--- src/rtl/lcd_line_timer.sv ---
// Dot/line timing generator: counts dots and scanlines, decodes LCD mode, LY
// compare, renderer draw strobe and the VBlank/STAT interrupt requests.
module lcd_line_timer #(
    parameter int DOTS_PER_LINE = 456,
    parameter int OAM_DOTS      = 80,
    parameter int XFER_DOTS     = 172,
    parameter int VISIBLE_LINES = 144,
    parameter int TOTAL_LINES   = 154
) (
    input  logic       clk,
    input  logic       reset_n,
    input  logic       lcd_enable,
    input  logic [7:0] lyc,
    input  logic [3:0] stat_ie,
    output logic [7:0] ly,
    output logic [1:0] mode,
    output logic       coincidence,
    output logic       drawline,
    output logic       vblank_irq,
    output logic       stat_irq
);

    typedef enum logic [1:0] {
        MODE_HBLANK = 2'd0,
        MODE_VBLANK = 2'd1,
        MODE_OAM    = 2'd2,
        MODE_XFER   = 2'd3
    } mode_e;

    localparam logic [8:0] LAST_DOT     = 9'(DOTS_PER_LINE - 1);
    localparam logic [8:0] XFER_START   = 9'(OAM_DOTS);
    localparam logic [8:0] HBLANK_START = 9'(OAM_DOTS + XFER_DOTS);
    localparam logic [7:0] LAST_LINE    = 8'(TOTAL_LINES - 1);
    localparam logic [7:0] VBLANK_LINE  = 8'(VISIBLE_LINES);

    logic [8:0] dot;
    logic [7:0] line;
    logic       stat_q;
    logic       active;
    logic       visible;
    logic       stat_cond;
    mode_e      mode_d;

    // Holding reset also blanks the decoded outputs immediately, with no clock edge needed.
    assign active  = lcd_enable & reset_n;
    assign visible = (line < VBLANK_LINE);

    // NOTE: every signal written in always_comb gets a default first, so no path can infer a latch.
    always_comb begin
        mode_d = MODE_HBLANK;
        if (active) begin
            if (!visible)                 mode_d = MODE_VBLANK;
            else if (dot < XFER_START)    mode_d = MODE_OAM;
            else if (dot < HBLANK_START)  mode_d = MODE_XFER;
            else                          mode_d = MODE_HBLANK;
        end
    end

    assign ly          = active ? line : 8'd0;
    assign mode        = mode_d;
    assign coincidence = active && (line == lyc);
    assign drawline    = active && visible && (dot == XFER_START);
    assign vblank_irq  = active && (line == VBLANK_LINE) && (dot == 9'd0);

    assign stat_cond = active && ((stat_ie[0] && (mode_d == MODE_HBLANK)) ||
                                  (stat_ie[1] && (mode_d == MODE_VBLANK)) ||
                                  (stat_ie[2] && (mode_d == MODE_OAM))    ||
                                  (stat_ie[3] && coincidence));
    // Only a rising edge of the combined condition requests; back-to-back sources merge.
    assign stat_irq = stat_cond && !stat_q;

    // NOTE: sequential state uses non-blocking assignments so every register samples pre-edge values.
    always_ff @(posedge clk or negedge reset_n) begin
        if (!reset_n) begin
            dot    <= 9'd0;
            line   <= 8'd0;
            stat_q <= 1'b0;
        end else if (!lcd_enable) begin
            dot    <= 9'd0;
            line   <= 8'd0;
            stat_q <= 1'b0;
        end else begin
            stat_q <= stat_cond;
            if (dot == LAST_DOT) begin
                dot  <= 9'd0;
                line <= (line == LAST_LINE) ? 8'd0 : line + 8'd1;
            end else begin
                dot <= dot + 9'd1;
            end
        end
    end

endmodule

--- config.mk ---
export PLATFORM = sky130hd
export DESIGN_NAME = lcd_line_timer
export DESIGN_NICKNAME = d
export VERILOG_FILES = /design/src/rtl/lcd_line_timer.sv
export SDC_FILE = /design/constraint.sdc
export NUM_CORES = 1
export LEC_CHECK = 0
export BUFFER_PORTS_ARGS = -buffer_cell sky130_fd_sc_hd__buf_2
export CAP_MARGIN = 20
export CORE_MARGIN = 3
export CORE_UTILIZATION = 55
export CTS_BUF_LIST = sky130_fd_sc_hd__clkbuf_8
export DETAILED_ROUTE_END_ITERATION = 10
export PLACE_DENSITY = 0.8
export SLEW_MARGIN = 20
export SYNTH_ARGS = -nofsm -noshare
export SYNTH_HDL_FRONTEND = slang
export SYNTH_SLANG_ARGS = --single-unit
--- constraint.sdc ---
create_clock -name clk -period 1.8 [get_ports clk]
set_input_delay 0.09 -clock clk [delete_from_list [all_inputs] [get_ports clk]]
set_output_delay 0.09 -clock clk [all_outputs]
set_load 0.02 [all_outputs]
Word-level counts from Yosys, hierarchy flattened --
Index checks and enable logic that the tools add are counted.
Cells by class: add/sub/neg operators 2, order comparisons 3, equal/unequal tests 8, muxes and demuxes 11, bitwise gates (word level) 1, reduce and logical (&&, ||, !) cells 17
Operator list (number):
- 8-bit 2-to-1 mux | 4
- 9-bit 2-to-1 mux | 2
- 8-bit equality test, second input constant | 2
- 1-bit logical AND | 11
- 9-bit by 1-bit adder with 9-bit output, second input constant | 1
- 9-bit by 7-bit equality test with 1-bit output, second input constant | 1
- 9-bit equality test, second input constant | 1
- 9-bit logical NOT | 1
- 9-bit by 7-bit less-than comparator with 1-bit output, second input constant | 1
- 9-bit by 8-bit less-than comparator with 1-bit output, second input constant | 1
- 8-bit by 1-bit adder with 8-bit output, second input constant | 1
- 8-bit equality test | 1
- 8-bit less-than comparator, second input constant | 1
- 2-bit 2-to-1 mux | 4
- 1-bit logical OR | 3
- 2-bit by 1-bit equality test with 1-bit output, second input constant | 1
- 2-bit equality test, second input constant | 1
- 2-bit logical NOT | 1
- 2-bit by 1-bit inequality test with 1-bit output, second input constant | 1
- 1-bit AND | 1
- 1-bit logical NOT | 1
- 1-bit 2-to-1 mux | 1
Word-level totals: flip-flop bits (word level) 18, bits of input ports 15, output and inout port bits 14, word-level logic and storage cells 45

Logic depth before layout (Yosys ltp) --
Gate-level depths: netlist of run 1.
depth after elaboration 12, mapped depth 6, depth with buffers taken out 6

Least setup slack after synthesis of run 1 --
No wires, ideal clock.
path kind register -> output, from reg line[0], to out vblank_irq, arrival time 1.889 ns, data required time 1.710 ns, path slack -0.179 ns, stages on the path, launching flop included 5, buffers on the path 0, cell sequence dfrtp_1 > inv_1 > ha_1 > or4b_2 > nor4_1
On the way: word-level cells in the longest chain between the ends 3
RTL lines:
- start, declared | RTL line 37 | logic [7:0] line;
- start signal, assigned | RTL line 86 | line <= (line == LAST_LINE) ? 8'd0 : line + 8'd1;
- 8-bit equality test | RTL line 63 | assign vblank_irq = active && (line == VBLANK_LINE) && (dot == 9'd0);
- 1-bit logical AND (2 in series) | RTL line 63
- end, declared | RTL line 19 | output logic vblank_irq,
Every way passes these cells.

Worst setup path after layout of run 1 --
from reg line[6], to out stat_irq
On the way: word-level cells in the longest chain between the ends 10, elaborated cells between the ends (all ways) 17, those cells by class order compare: 1; eq/ne: 3; mux: 2; reduce/logical: 11
RTL lines:
- 8-bit less-than comparator | RTL line 46 | assign visible = (line < VBLANK_LINE);
- 2-bit 2-to-1 mux | RTL line 52 | if (!visible) mode_d = MODE_VBLANK;
- 2-bit 2-to-1 mux | RTL line 51 | if (active) begin
- 2-bit by 1-bit equality test with 1-bit output or 2-bit logical NOT (tied branches) | RTL line 66, 65
- 1-bit logical AND, on equally long branches | RTL line 66, 65
- 1-bit logical OR | RTL line 65 | assign stat_cond = active && ((stat_ie[0] && (mode_d == MODE_HBLANK)) ||
- 1-bit logical OR | RTL line 66 | (stat_ie[1] && (mode_d == MODE_VBLANK)) ||
- 1-bit logical OR * | RTL line 67 | (stat_ie[2] && (mode_d == MODE_OAM)) ||
- 1-bit logical AND * | RTL line 65
- 1-bit logical AND * | RTL line 70 | assign stat_irq = stat_cond && !stat_q;
- end, declared | RTL line 20 | output logic stat_irq
Mark *: on every way between the ends. The rest lies on a longest branch, timed or not.

==> results of run 1 <==
==> final timing paths <==
path / from / end / slack, ns / cells after the start
max in group asynchronous: reset_n / line[3] / 1.01 / 3
max: line[6] / stat_irq / -0.13 / 6
min reg2reg: dot[0] / dot[0] / 0.50 / 1
max reg2reg: dot[1] / line[2] / 0.01 / 7
min in group asynchronous: reset_n / stat_q / 0.29 / 2
min: stat_ie[1] / stat_q / 0.22 / 4
==> registers in the layout, summed over array words and instances, names as in the netlist <==
register and flops:
dot 9, line 8, stat_q 1
==> repair_timing <==
action                                 in CTS  in global routing
endpoints found under the hold margin      18                  0
buffers inserted                           10                  8
hold buffers                                1                  0
pin swaps                                   5                  3
gates resized for setup                    14                  6
setup endpoints to repair                   2                 12
==> cells by family (layout without fill, tap and decap cells) <==
family	after synthesis	count (layout)	share of synthesized area (%)
XOR/XNOR	21	21	14.6
multiplexers	2	2	1.59
buffers and inverters	17	68	6.37
flip-flops	18	18	35.8
AND/OR/NAND/NOR	64	64	27.7
AO/OA/AOI/OAI	11	11	8.96
adder cells (fa/ha/maj)	5	5	4.98
==> through the flow <==
| step | cell area, µm² | util, % | power, mW | setup TNS, ns | worst slack [ns] |
|---|---|---|---|---|---|
| floorplan | 1270 | - | 0.470 | 0 | 0.0408 |
| detailed placement | 1470 | 71.4 | 0.515 | 0 | 0.0728 |
| global placement | 1470 | 71.4 | 0.513 | 0 | 0.138 |
| CTS | 1630 | 79.1 | 0.796 | -0.0550 | -0.0550 |
| finish | 1700 | 82.3 | 0.808 | -0.151 | -0.133 |
| global route | 1700 | 82.3 | 0.846 | -0.961 | -0.233 |
==> critical path: stages (launching register included) <==
cell      delay, ns
dfrtp_2        0.46
o31ai_2        0.28
o211ai_1       0.19
mux2i_1        0.16
o211a_1        0.24
nor3_2         0.10
buf_4          0.16
==> report_power, final <==
group | total (mW) | internal [mW] | switching, mW
Combinational | 0.107 | 0.0496 | 0.0578
Sequential | 0.421 | 0.411 | 0.00927
Clock | 0.280 | 0.149 | 0.132
Total | 0.808 | 0.610 | 0.199
==> cells in the final DEF (no fill, tap or decap), types with 5 or more instances in the layout <==
master | Yosys | routed
nand4_1 | 7 | 7
dfrtp_1 | 18 | 9
buf_4 | 1 | 29
buf_2 | 3 | 26
nand3_1 | 5 | 5
dfrtp_2 | 0 | 9
xor2_1 | 19 | 19
nand2_1 | 8 | 7
and3_1 | 8 | 8
inv_1 | 9 | 7
nor2_1 | 18 | 18
==> metal layers <==
layer  wire length (µm)  GRT usage, %  share of wire (%)  up-vias
met4                 98          11.5                2.6        0
met2               1900          51.4                 50       87
met1               1490          33.9                 39      620
met3                324          3.60                8.5       14
li1                   -             -                  -      574
met5                  0             0                  0        -
==> area by class of cell <==
type	count	area (µm²)
Tap cell	27	33.8
Inverter	9	33.8
Sequential cell	18	462
Timing Repair Buffer	56	358
Multi-Input combinational cell	103	769
Clock buffer	3	41.3
Fill cell	114	364
==> flow_summary_export.csv, run 1 <==
group,metric,value,unit
run_status,status,"finished with violations",
run_status,violations,"negative setup slack",
yosys,yosysSeqAreaShare,35.8,%
clock_tree,cts.clk_slew.worst_paths,0.07,ns
worst_setup_path,path_max_fanout,6,
yosys,syn_avg_cell_area,9.11,µm²
yosys,synthTopCellsByCount,"xor2_1 (19), dfrtp_1 (18), nor2_1 (18)",
detailed_routing,vias,1295,
pwr,peakVddDrop,0.464,mV
min_path,hp-class,"in2reg",
yosys,synth.cell_area,0.00126,mm²
clock_tree,cts_buffer_depth,2,
sta,fin_ws,-0.133,ns
clock_tree,worst_skew_pair.late_latency,0.25,ns
sta,fmax,0.517,GHz
floorplanning,start_util,61.0,%
floorplanning,core-area,0.00206,mm²
yosys,yosys.cell_types.count,38,
sta,relSlewSlack,70.5,%
global_route,grt_max_degree,17,
clock_tree,htreeDepth,1,
detailed_routing,routedWlPerCell,17.6,µm
finish,final_nets,211,
floorplanning,die_height,53.8,µm
detailed_routing,drtIter0Drc,46,
clock_tree,cts_tree,"built",
yosys,synth_edf_count,0,
yosys,ys_dominant_reg_cell,"dfrtp_1",
floorplanning,die_area,0.00290,mm²
finish,fin_cells,216,
sta,period_needed,1.93,ns
sta,setup_violations,2,
global_route,grt_pass1_vias,1292,
placement,place_inst,195,
global_route,grt_use_total,28.6,%
finish,drive_above_1_share,45.5,%
clock_tree,clock-sinks,18,
finish,diodes,0,
sta,slew_violations,0,
floorplanning,core.rowCount,16,
clock_tree,cts_buffers,3,
worst_setup_path,cp-end-kind,"primary output",
sta,finClkSkew,0.00221,ns
yosys,ys_warn_count,0,
global_route,grt_pass1_wl,5800,µm
sta,whs,0.215,ns
yosys,postSynthCellCount,138,
yosys,synthArstFlopShare,100,%
floorplanning,io_pins,29,
sta,tightest_slew,0.441,ns
detailed_routing,vias_per_cell,6.00,
clock_tree,cts_root_buffer,"clkbuf_8",
yosys,synthTopCellsByArea,"dfrtp_1 (36%), xor2_1 (13%), nor2_1 (5.4%)",
sta,rsz0062_at_grt,"true",
placement,post-dp-hpwl,2240,µm
detailed_routing,routed_wl,3810,µm
worst_setup_path,path_class,"reg2out",
worst_setup_path,critPathRequiredTime,1.71,ns
pwr,powerDensity,476,mW/mm²
yosys,synth_fp_nets,158,
flow_run,drv_cap,0,
floorplanning,die_x,53.8,µm
pwr,leakagePower,0.865,nW
detailed_routing,final_antenna_net_count,0,
yosys,synth_area_leader_cell,"dfrtp_1",
yosys,synth.top_cell.area_share,35.8,%
global_route,antenna_found_initial,0,
placement,port_buffers,28,
global_route,gr-total-overflow,0,
detailed_routing,drtPass1Iterations,4,
sta,fin_crit_sh,107,%
worst_setup_path,arrival,1.84,ns
finish,area_growth,35.0,%
yosys,ys_ff_latch,18,
sta,finalHoldViolations,0,
worst_setup_path,startpoint_type,"flop",
yosys,synth.most_common_cell,"xor2_1",
detailed_routing,drc,0,
placement,routabilityCongestion,0.899,
Power figures use the tool's default switching activity.
==> run 2: changes to the inputs <==
==> constraint.sdc (replaced) <==
create_clock -name clk -period 2.05 [get_ports clk]
set_input_delay 0.1025 -clock clk [delete_from_list [all_inputs] [get_ports clk]]
set_output_delay 0.1025 -clock clk [all_outputs]
set_load 0.02 [all_outputs]
==> flow_summary_export.csv, run 2 (synthesized netlist as in run 1, its figures left out) <==
group,metric,value,unit
placement,routabilityCongestion,0.905,
flow_run,drv_cap,0,
worst_setup_path,arrival,1.92,ns
floorplanning,die_height,53.8,µm
pwr,pwr-share-seq,49.2,%
pwr,power_switching,180,µW
detailed_routing,routed_wl,3220,µm
run_status,status,"complete, no violations",
clock_tree,cts_root_buffer,"clkbuf_8",
finish,final_nets,196,
global_route,gr-total-overflow,0,
placement,place_inst,189,
global_route,grt_max_degree,14,
detailed_routing,vias,1142,
min_path,hp-class,"in2reg",
floorplanning,core-area,0.00206,mm²
sta,period_needed,2.02,ns
sta,setup_violations,0,
detailed_routing,routedWlPerCell,16.0,µm
floorplanning,io_pins,29,
finish,drive_above_1_share,37.1,%
sta,slew_violations,0,
finish,top_register,"dot",
detailed_routing,drtPass1Iterations,5,
clock_tree,htreeDepth,1,
sta,relSlewSlack,68.4,%
finish,post-route-cell-area,0.00161,mm²
sta,fmax,0.494,GHz
finish,fin_cells,202,
placement,post-dp-hpwl,2050,µm
finish,diodes,0,
finish,area_growth,27.7,%
worst_setup_path,startpoint_type,"flop",
pwr,swShare,24.0,%
pwr,leakagePower,0.790,nW
sta,fin_ws,0.0272,ns
pwr,intPower,571,µW
clock_tree,cts_tree,"built",
worst_setup_path,reg2reg_from,"dot[0]",
worst_setup_path,path_class,"reg2out",
min_path,hold_depth,4,
worst_setup_path,path_max_fanout,8,
worst_setup_path,cp-end-kind,"primary output",
worst_setup_path,cpPeakStageDelay,0.48,ns
pwr,powerDensity,468,mW/mm²
worst_setup_path,cp_slowest_cell,"dfrtp_2",
worst_setup_path,rrSetupSlack,0.10,ns
finish,largest_reg_flops,9,
finish,largest_registers,"dot x9, line x8, stat_q x1",
detailed_routing,drc,0,
detailed_routing,drtIter0Drc,53,
finish,fillerInstances,138,
floorplanning,start_util,61.0,%
global_route,grt_pass1_wl,4630,µm
detailed_routing,final_antenna_net_count,0,
finish,final_common_cell,"buf_2",
clock_tree,clock-sinks,18,
global_route,grt_use_total,22.6,%
min_path,hold_end,"stat_q",
finish,final_cell_mix,"buf_2 (26), xor2_1 (19), nor2_1 (18)",
sta,finClkSkew,0.00502,ns
floorplanning,core.rowCount,16,
placement,placed_area,0.00142,mm²
global_route,grt_pass1_vias,1026,
sta,finalHoldViolations,0,
pwr,clkPwrFrac,39.2,%
pwr,peakVddDrop,0.429,mV
global_route,antenna_found_initial,0,
detailed_routing,vias_per_cell,5.65,
worst_setup_path,rr_worst_depth,6,
worst_setup_path,cp_cell_sequence,"nand4_1 > o211ai_1 > mux2i_1 > o211a_1 > nor3_1 > buf_4",
worst_setup_path,cp-startpoint,"dot[4]",
min_path,worstHoldStart,"stat_ie[1]",
pwr,p_comb_share,11.6,%
worst_setup_path,critPathRequiredTime,1.95,ns
clock_tree,cts_buffer_depth,2,
worst_setup_path,rr_endpoint,"dot[5]",
sta,tightest_slew,0.473,ns
clock_tree,cts.clk_slew.worst_paths,0.07,ns
floorplanning,die_area,0.00290,mm²
floorplanning,die_x,53.8,µm
placement,pre_cts_slack,0.160,ns
clock_tree,cts_buffers,3,
sta,fin_crit_sh,98.7,%
placement,port_buffers,28,
clock_tree,worst_skew_pair.late_latency,0.26,ns
-- run 2: changes by cell type in the layout (fill, tap and decap cells not counted), sizes merged --
cell / delta
dlygate4sd3: +1
clkbuf: +1
buf: -16
-- run 2: what timing repair did --
item                       4_1_cts  5_1_grt
resized for setup                5       13
buffers inserted                 0        7
setup endpoints to repair        2        7
hold buffers                     2        0
pin swaps                        0        3
hold endpoints to repair        10        0
-- run 2: through the flow --
step                setup TNS, ns  hold slack, ns  power [mW]  utilization [%]
floorplan                       0          -0.193       0.412                -
global placement                0         -0.0112       0.446             68.6
detailed placement              0        -0.00490       0.448             68.6
CTS                       -0.0109           0.190       0.744             73.0
global route               -0.273           0.231       0.775             77.9
finish                          0           0.195       0.751             77.9
-- run 2: cell type report --
cell class,count,area (µm²),area share (%)
flip-flops and latches,18,460,28.7
well taps,27,33.8,2.10
repair buffers,41,248,15.4
inverters,9,33.8,2.10
clock buffers,4,55.1,3.43
multi-input cells,103,774,48.2
-- run 2: power groups by stage --
stage / Clock [mW] / Combinational (mW) / Sequential [mW]
after global placement: 0 / 0.0715 / 0.374
after CTS: 0.298 / 0.0777 / 0.368
after floorplan: 0 / 0.0384 / 0.373
after global routing: 0.310 / 0.0954 / 0.370
final: 0.295 / 0.0870 / 0.369
after detailed placement: 0 / 0.0732 / 0.375
-- run 2: layer usage --
| layer | vias to the layer above | GRT usage [%] | routed length [µm] |
|---|---|---|---|
| li1 | 546 | - | - |
| met1 | 539 | 31.4 | 1420 |
| met2 | 51 | 31.9 | 1510 |
| met3 | 6 | 3.88 | 224 |
| met4 | 0 | 14.9 | 64 |
| met5 | - | 0 | 0 |
-- run 2: worst max path at each step --
| stage | end | cells past startpoint | slack, ns |
|---|---|---|---|
| 2_1_floorplan | vblank_irq | 4 | 0.06 |
| 3_3_place_gp | line[5] | 6 | 0.23 |
| 3_5_place_dp | line[3] | 6 | 0.16 |
| 4_1_cts | vblank_irq | 5 | -0.01 |
| 5_1_grt | line[4] | 6 | -0.06 |
| 6_report | stat_irq | 6 | 0.03 |
-- run 2: critical path, delay by kind of cell (launching register included) --
| kind | cells | cell delay [ns] |
|---|---|---|
| flip-flops | 1 | 0.48 |
| multiplexers | 1 | 0.13 |
| buffers and inverters | 1 | 0.17 |
| AND/OR/NAND/NOR | 2 | 0.31 |
| AO/OA/AOI/OAI | 2 | 0.56 |
